### config.mk
export PLATFORM = sky130hd
export DESIGN_NAME = mod_divider_flat
export DESIGN_NICKNAME = d
export VERILOG_FILES = /design/src/rtl/keychain_arith_pkg.sv /design/src/rtl/mod_divider_if.sv /design/src/rtl/mod_div_stage.sv /design/src/rtl/mod_divider.sv /design/src/flat_wrapper.sv
export SDC_FILE = /design/constraint.sdc
export NUM_CORES = 1
export LEC_CHECK = 0
export ABC_AREA = 0
export CAP_MARGIN = 20
export CORE_ASPECT_RATIO = 2
export CORE_MARGIN = 2
export CORE_UTILIZATION = 50
export CTS_CLUSTER_DIAMETER = 80
export DETAILED_ROUTE_END_ITERATION = 6
export PLACE_DENSITY_LB_ADDON = 0.2
export SETUP_SLACK_MARGIN = 0.15
export SYNTH_ARGS = -nofsm -noshare
export SYNTH_HDL_FRONTEND = slang
export SYNTH_SLANG_ARGS = --single-unit
### constraint.sdc
create_clock -name clk_in -period 6.5 [get_ports clk_in]
set_input_delay 0.65 -clock clk_in [delete_from_list [all_inputs] [get_ports clk_in]]
set_output_delay 0.65 -clock clk_in [all_outputs]
set_load 0.02 [all_outputs]
### src/rtl/keychain_arith_pkg.sv
// Shared arithmetic definitions: divider FSM states and iteration-count helper.
package keychain_arith_pkg;

    typedef enum logic [1:0] {
        IDLE = 2'd0,
        RUN  = 2'd1,
        DONE = 2'd2
    } div_state_e;

    // Number of radix steps needed to retire every dividend bit.
    function automatic int div_iter_count(input int dividend_w, input int radix_bits);
        return (dividend_w + radix_bits - 1) / radix_bits;
    endfunction

endpackage

### src/rtl/mod_divider_if.sv
// Request/result bundle of the iterative modulus divider.
interface mod_divider_if #(
    parameter int WIDTH          = 16,
    parameter int DIVIDEND_WIDTH = 2 * WIDTH
);
    logic                      ready_in;
    logic [DIVIDEND_WIDTH-1:0] value_in;
    logic [WIDTH-1:0]          modulus_in;
    logic [WIDTH-1:0]          value_out;
    logic [DIVIDEND_WIDTH-1:0] quotient_out;
    logic                      busy_out;
    logic                      valid_out;
    logic                      error_out;

    modport master (
        output ready_in, value_in, modulus_in,
        input  value_out, quotient_out, busy_out, valid_out, error_out
    );

    modport slave (
        input  ready_in, value_in, modulus_in,
        output value_out, quotient_out, busy_out, valid_out, error_out
    );
endinterface

### src/rtl/mod_div_stage.sv
// One radix step of restoring division: shift in dividend bits, subtract the
// largest multiple of the modulus that fits, and emit that multiple as a digit.
module mod_div_stage #(
    parameter int WIDTH      = 16,
    parameter int RADIX_BITS = 2
) (
    input  logic [WIDTH-1:0]                          rem_in,
    input  logic [RADIX_BITS-1:0]                     bits_in,
    input  logic [(1<<RADIX_BITS)-1:1][WIDTH+1:0]     mult_in,
    output logic [WIDTH-1:0]                          rem_out,
    output logic [RADIX_BITS-1:0]                     digit_out
);
    localparam int PW = WIDTH + 2;
    localparam int NK = (1 << RADIX_BITS) - 1;

    logic [PW-1:0] part;

    assign part = PW'({rem_in, bits_in});

    // Multiples ascend, so the last one that fits is the largest; the result
    // therefore always stays below the modulus.
    always_comb begin
        digit_out = '0;
        rem_out   = WIDTH'(part);
        for (int k = 1; k <= NK; k++) begin
            if (part >= mult_in[k]) begin
                digit_out = RADIX_BITS'(k);
                rem_out   = WIDTH'(part - mult_in[k]);
            end
        end
    end

endmodule

### src/rtl/mod_divider.sv
// Iterative radix-2/4 divider producing quotient and remainder; a zero modulus
// short-circuits to an error result one cycle after accept.
module mod_divider
    import keychain_arith_pkg::*;
#(
    parameter int WIDTH          = 16,
    parameter int DIVIDEND_WIDTH = 2 * WIDTH,
    parameter int RADIX_BITS     = 2
) (
    input  logic          clk_in,
    input  logic          rst_in,
    mod_divider_if.slave  bus
);
    localparam int ITER  = div_iter_count(DIVIDEND_WIDTH, RADIX_BITS);
    localparam int EXT_W = ITER * RADIX_BITS;
    localparam int CNT_W = $clog2(ITER + 1);
    localparam int NK    = (1 << RADIX_BITS) - 1;

    if (!(RADIX_BITS == 1 || RADIX_BITS == 2)) begin : g_bad_radix
        $error("mod_divider: RADIX_BITS must be 1 or 2");
    end

    div_state_e                       state_q, state_d;
    logic [CNT_W-1:0]                 cnt_q;
    logic [EXT_W-1:0]                 div_q;
    logic [EXT_W-1:0]                 quo_q;
    logic [EXT_W-1:0]                 quo_next;
    logic [WIDTH-1:0]                 rem_q;
    logic [WIDTH-1:0]                 stage_rem;
    logic [RADIX_BITS-1:0]            stage_digit;
    logic [NK:1][WIDTH+1:0]           mult_q;
    logic                             accept;
    logic                             last_step;
    logic                             zero_mod;

    assign zero_mod      = (bus.modulus_in == '0);
    assign bus.busy_out  = (state_q == RUN);
    assign bus.valid_out = (state_q == DONE);

    always_ff @(posedge clk_in) begin
        if (rst_in) state_q <= IDLE;
        else        state_q <= state_d;
    end

    always_comb begin
        state_d   = state_q;
        accept    = 1'b0;
        last_step = 1'b0;
        case (state_q)
            IDLE: begin
                if (bus.ready_in) begin
                    accept  = 1'b1;
                    state_d = zero_mod ? DONE : RUN;
                end
            end
            RUN: begin
                if (cnt_q == CNT_W'(ITER - 1)) begin
                    last_step = 1'b1;
                    state_d   = DONE;
                end
            end
            DONE:    state_d = IDLE;
            default: state_d = IDLE;
        endcase
    end

    // Stage p0: combinational radix step on the registered partial remainder.
    mod_div_stage #(
        .WIDTH      (WIDTH),
        .RADIX_BITS (RADIX_BITS)
    ) u_stage (
        .rem_in    (rem_q),
        .bits_in   (div_q[EXT_W-1 -: RADIX_BITS]),
        .mult_in   (mult_q),
        .rem_out   (stage_rem),
        .digit_out (stage_digit)
    );

    assign quo_next = {quo_q[EXT_W-RADIX_BITS-1:0], stage_digit};

    // Stage p1: operand capture and per-iteration datapath update.
    always_ff @(posedge clk_in) begin
        if (accept) begin
            div_q <= EXT_W'(bus.value_in);
            rem_q <= '0;
            quo_q <= '0;
            for (int k = 1; k <= NK; k++) begin
                mult_q[k] <= (WIDTH + 2)'(bus.modulus_in) * (WIDTH + 2)'(k);
            end
        end else if (state_q == RUN) begin
            div_q <= div_q << RADIX_BITS;
            rem_q <= stage_rem;
            quo_q <= quo_next;
        end
    end

    // Stage p2: iteration count and result registers, held until the next DONE.
    always_ff @(posedge clk_in) begin
        if (rst_in) begin
            cnt_q            <= '0;
            bus.value_out    <= '0;
            bus.quotient_out <= '0;
            bus.error_out    <= 1'b0;
        end else begin
            if (accept)              cnt_q <= '0;
            else if (state_q == RUN) cnt_q <= cnt_q + CNT_W'(1);

            if (accept && zero_mod) begin
                bus.error_out    <= 1'b1;
                bus.quotient_out <= '1;
                bus.value_out    <= '0;
            end else if (last_step) begin
                bus.error_out    <= 1'b0;
                bus.quotient_out <= DIVIDEND_WIDTH'(quo_next);
                bus.value_out    <= stage_rem;
            end
        end
    end

endmodule
### src/flat_wrapper.sv
// flat-port wrapper written by rule: the top's interface ports become plain ports
module mod_divider_flat import keychain_arith_pkg::*;
#(
    parameter int WIDTH          = 16,
    parameter int DIVIDEND_WIDTH = 2 * WIDTH,
    parameter int RADIX_BITS     = 2
)
  (clk_in, rst_in, bus_ready_in, bus_value_in, bus_modulus_in, bus_value_out, bus_quotient_out, bus_busy_out, bus_valid_out, bus_error_out);
  mod_divider_if #(.WIDTH(WIDTH), .DIVIDEND_WIDTH(DIVIDEND_WIDTH)) bus_i ();
  input  logic clk_in;
  input  logic rst_in;
  input wire logic [$bits(bus_i.ready_in)-1:0] bus_ready_in;
  input wire logic [$bits(bus_i.value_in)-1:0] bus_value_in;
  input wire logic [$bits(bus_i.modulus_in)-1:0] bus_modulus_in;
  output wire logic [$bits(bus_i.value_out)-1:0] bus_value_out;
  output wire logic [$bits(bus_i.quotient_out)-1:0] bus_quotient_out;
  output wire logic [$bits(bus_i.busy_out)-1:0] bus_busy_out;
  output wire logic [$bits(bus_i.valid_out)-1:0] bus_valid_out;
  output wire logic [$bits(bus_i.error_out)-1:0] bus_error_out;
  assign bus_i.ready_in = bus_ready_in;
  assign bus_i.value_in = bus_value_in;
  assign bus_i.modulus_in = bus_modulus_in;
  assign bus_value_out = bus_i.value_out;
  assign bus_quotient_out = bus_i.quotient_out;
  assign bus_busy_out = bus_i.busy_out;
  assign bus_valid_out = bus_i.valid_out;
  assign bus_error_out = bus_i.error_out;
  mod_divider #(.WIDTH(WIDTH), .DIVIDEND_WIDTH(DIVIDEND_WIDTH), .RADIX_BITS(RADIX_BITS)) u_core (.clk_in(clk_in), .rst_in(rst_in), .bus(bus_i));
endmodule
==> reports/metrics.cfg <==
[route]
ant_nets=0
wl_per_cell_um=18.6
dr_total_vias=8729
drc_errors=0
dr_wl_met3_um=724
dr.first_iter.drc_count=343
wl_met1_um=9630
routed_wirelength_um=27900
top_layer_used=met4
drt-pass1-iter-count=5
met2_length_um=15000
routed_via_density=5.80

[sta]
hold_viol_final=0
fin_crit_sh_pct=55.8
finalSetupViolCount=0
rsz0062_at_grt=false
slew_violations=0
worst_hold_slack_ns=0.460
max_freq_mhz=276
timing_worst_slew_pin_value_ns=1.04
relSlewSlack_pct=30.6
fin_crit_ns=3.63
finalSetupTns_ns=0
fin_skew_ns=0.00894

[synthesis]
netlist-cell-type-count=73
yosysTopAreaCell=dfxtp_1
synth-main-ff-cell=dfxtp_1
synth_top_family_by_area=compound AO/OA/AOI/OAI gates
synth_compound_gate_area_share_pct=19.5
synthArstFlopShare_pct=0
synthMuxAreaShare_pct=1.49
synth-seq-area-share_pct=40.5
synth_nets=1284
synthXorXnorAreaFrac_pct=3.73
synth-warning-count=0
synth_edf_count=65
synth-simple-area-share_pct=19.3
synth_area_um2=9850
synth-adder-area-share_pct=10.5
synth-seq-cells=167
yosysTopAreaCellShare_pct=20.7
synth_cells=1153
avgSynthCellArea_um2=8.55
yosys-top-cells-area=dfxtp_1 21%, edfxtp_1 20%, nand2_1 9.8%

[clock_network]
insertion_delay_ns=0.43
htreeDepth=4
tritoncts=built
postCtsSetupBuffers=0
cts_made_buffers=17
cts_buffer_depth=2
cts_sinks=167
cts_root_buf=clkbuf_16
postCtsHoldBufs=0
cts_repair_resize_count=0
clk_pin_slew_ns=0.07

[pwr]
power_density_nw_per_um2=356
power.internal_mw=2.43
p_sw_mw=1.71
seqPwrFrac_pct=31.9
power.total_mw=4.14
swShare_pct=41.4
combPwrFrac_pct=44.9
ir_drop_mv=0.205
clockPowerShare_pct=23.2
leakage_nw=4.67

[finish]
nNetsFinal=1363
drive_above_1_share_pct=4.98
area_growth_syn_to_layout_pct=17.9
num_antenna_cells=0
fillerInstances=1739

[worst_setup_path]
cp_cell_sequence=inv_1, ha_1, o21ai_0, a21oi_1, o32ai_2, a211oi_1, or2_1, nand4_1, a31oi_1, o21ai_0
cp_max_fo=16
critPathKind=register to register
max_stage_delay_ns=0.62
endpoint_kind=register
cp-start-kind=register
cp_top_family=compound AO/OA/AOI/OAI gates
cpMostUsedCell=o21ai_0
rrSetupSlack_ns=2.87
critPathArrivalTime_ns=3.93
crit_buf_inv=1
required_ns=6.80
cp_slowest_cell=or2_1

[place]
dpl.hpwl_um=20800
finalWeightedCongestion=0.930
io_buffer_count=101

[min_path]
holdCritPathClass=register to register

[floorplanning]
num_rows=72
start_util_pct=50.9
pin_count=102
core_area_um2=19400
die_h_um=203
die_area_um2=20900
die_x_um=103

[run]
cap_violations=0

[global_routing]
overflow=0
grt_pass1_wl_um=44300
antenna_found_initial=0
track_usage_pct=28.0
grt_max_degree=86
grt_pass1_vias=8750

[status]
outcome=complete, no violations

==> cell usage in the layout, fill, tap and decap left out, drive strengths merged, types with 4 or more instances in the layout <==
cell / Yosys / routed
nor3: 28 / 28
nand3: 25 / 25
inv: 74 / 81
edfxtp: 65 / 65
o311ai: 4 / 4
buf: 14 / 9
xor2: 14 / 14
fa: 4 / 4
a21o: 18 / 18
nor2: 55 / 55
a31oi: 48 / 48
dfxtp: 102 / 102
xnor2: 28 / 28
a211oi: 15 / 15
clkinv: 0 / 6
nand2: 256 / 256
nor2b: 10 / 10
a211o: 5 / 5
a21oi: 51 / 51
nand4: 15 / 15
mux2i: 9 / 9
a2111oi: 7 / 7
clkbuf: 36 / 18
o2111ai: 4 / 4
clkdlybuf4s50: 0 / 101
o211ai: 7 / 7
or2: 7 / 7
o31ai: 7 / 7
mux2: 5 / 5
nand2b: 7 / 7
o22ai: 4 / 4
ha: 76 / 76
or3: 6 / 6
and3: 6 / 6
o21ai: 82 / 82
o21a: 16 / 16
==> layout make-up <==
| class | count | area (µm²) | area share (%) |
|---|---|---|---|
| Multi-Input combinational cell | 862 | 5370 | 46.2 |
| Sequential cell | 167 | 3990 | 34.4 |
| Timing Repair Buffer | 110 | 1100 | 9.45 |
| Clock buffer | 18 | 439 | 3.78 |
| Tap cell | 259 | 324 | 2.79 |
| Inverter | 74 | 278 | 2.39 |
| Clock inverter | 14 | 115 | 0.991 |
==> power groups by stage <==
stage | clock, mW | combinational (mW) | sequential (mW)
after floorplan | 0 | 1.37 | 1.29
after global routing | 1.02 | 2.04 | 1.33
after CTS | 0.976 | 1.82 | 1.32
final | 0.959 | 1.86 | 1.32
after detailed placement | 0 | 1.81 | 1.34
after global placement | 0 | 1.79 | 1.34
==> layer usage <==
layer / GRT usage, % / up-vias
met5: 0 / -
met4: 23.2 / 0
met3: 3.48 / 123
met2: 50.0 / 233
met1: 27.6 / 4117
li1: - / 4256
==> tightest hold or removal path, stage by stage, from the launching register on <==
cell	delay, ns
dfxtp_1	0.31
nand2_1	0.05
a21oi_1	0.05
==> kinds of logic (layout without fill, tap and decap cells) <==
family                   Yosys count  count (layout)
AND/OR/NAND/NOR                  431             431
multiplexers                      14              14
XOR/XNOR                          42              42
AO/OA/AOI/OAI                    295             295
flip-flops                       167             167
adder cells (fa/ha/maj)           80              80
buffers and inverters            124             216
==> cells in the mapped netlist, types with 13 or more instances <==
cell type	number
nor3_1	27
o21a_1	16
a31oi_1	48
nand3_1	25
xnor2_1	28
xor2_1	14
o21ai_0	71
nor2_1	54
a211oi_1	13
dfxtp_1	102
inv_1	74
a21oi_1	50
nand4_1	14
a21o_1	18
clkbuf_1	36
nand2_1	256
edfxtp_1	65
ha_1	76
==> flip-flops by register name, indices dropped and copies added, names as in the netlist <==
signal,flops
u_core.cnt_q,5
u_core.bus.quotient_out,32
u_core.rem_q,16
u_core.state_q,2
u_core.bus.value_out,16
u_core.bus.error_out,1
u_core.mult_q,33
u_core.quo_q,30
u_core.div_q,32
==> path summary, 6_finish.rpt <==
kind / from / end / cells after the start
worst min register to register: u_core.bus.value_out[11] / u_core.bus.value_out[11] / 2
worst max register to register: u_core.mult_q[8] / u_core.rem_q[10] / 10
worst min-delay path: u_core.bus.value_out[11] / u_core.bus.value_out[11] / 2
worst max-delay path: u_core.mult_q[8] / u_core.rem_q[10] / 10
==> stage by stage <==
stage | cells | setup slack, ns | instance area, µm² | utilization [%]
3_3_place_gp | 1470 | 2.83 | 11000 | 57.0
3_5_place_dp | 1470 | 2.74 | 11000 | 57.0
2_1_floorplan | 1153 | 3.73 | 9850 | -
6_report | 1504 | 2.87 | 11600 | 60.0
5_1_grt | 1504 | 2.63 | 11600 | 60.0
4_1_cts | 1502 | 2.97 | 11600 | 59.8
Note: power is estimated with default switching activity, not from simulation.
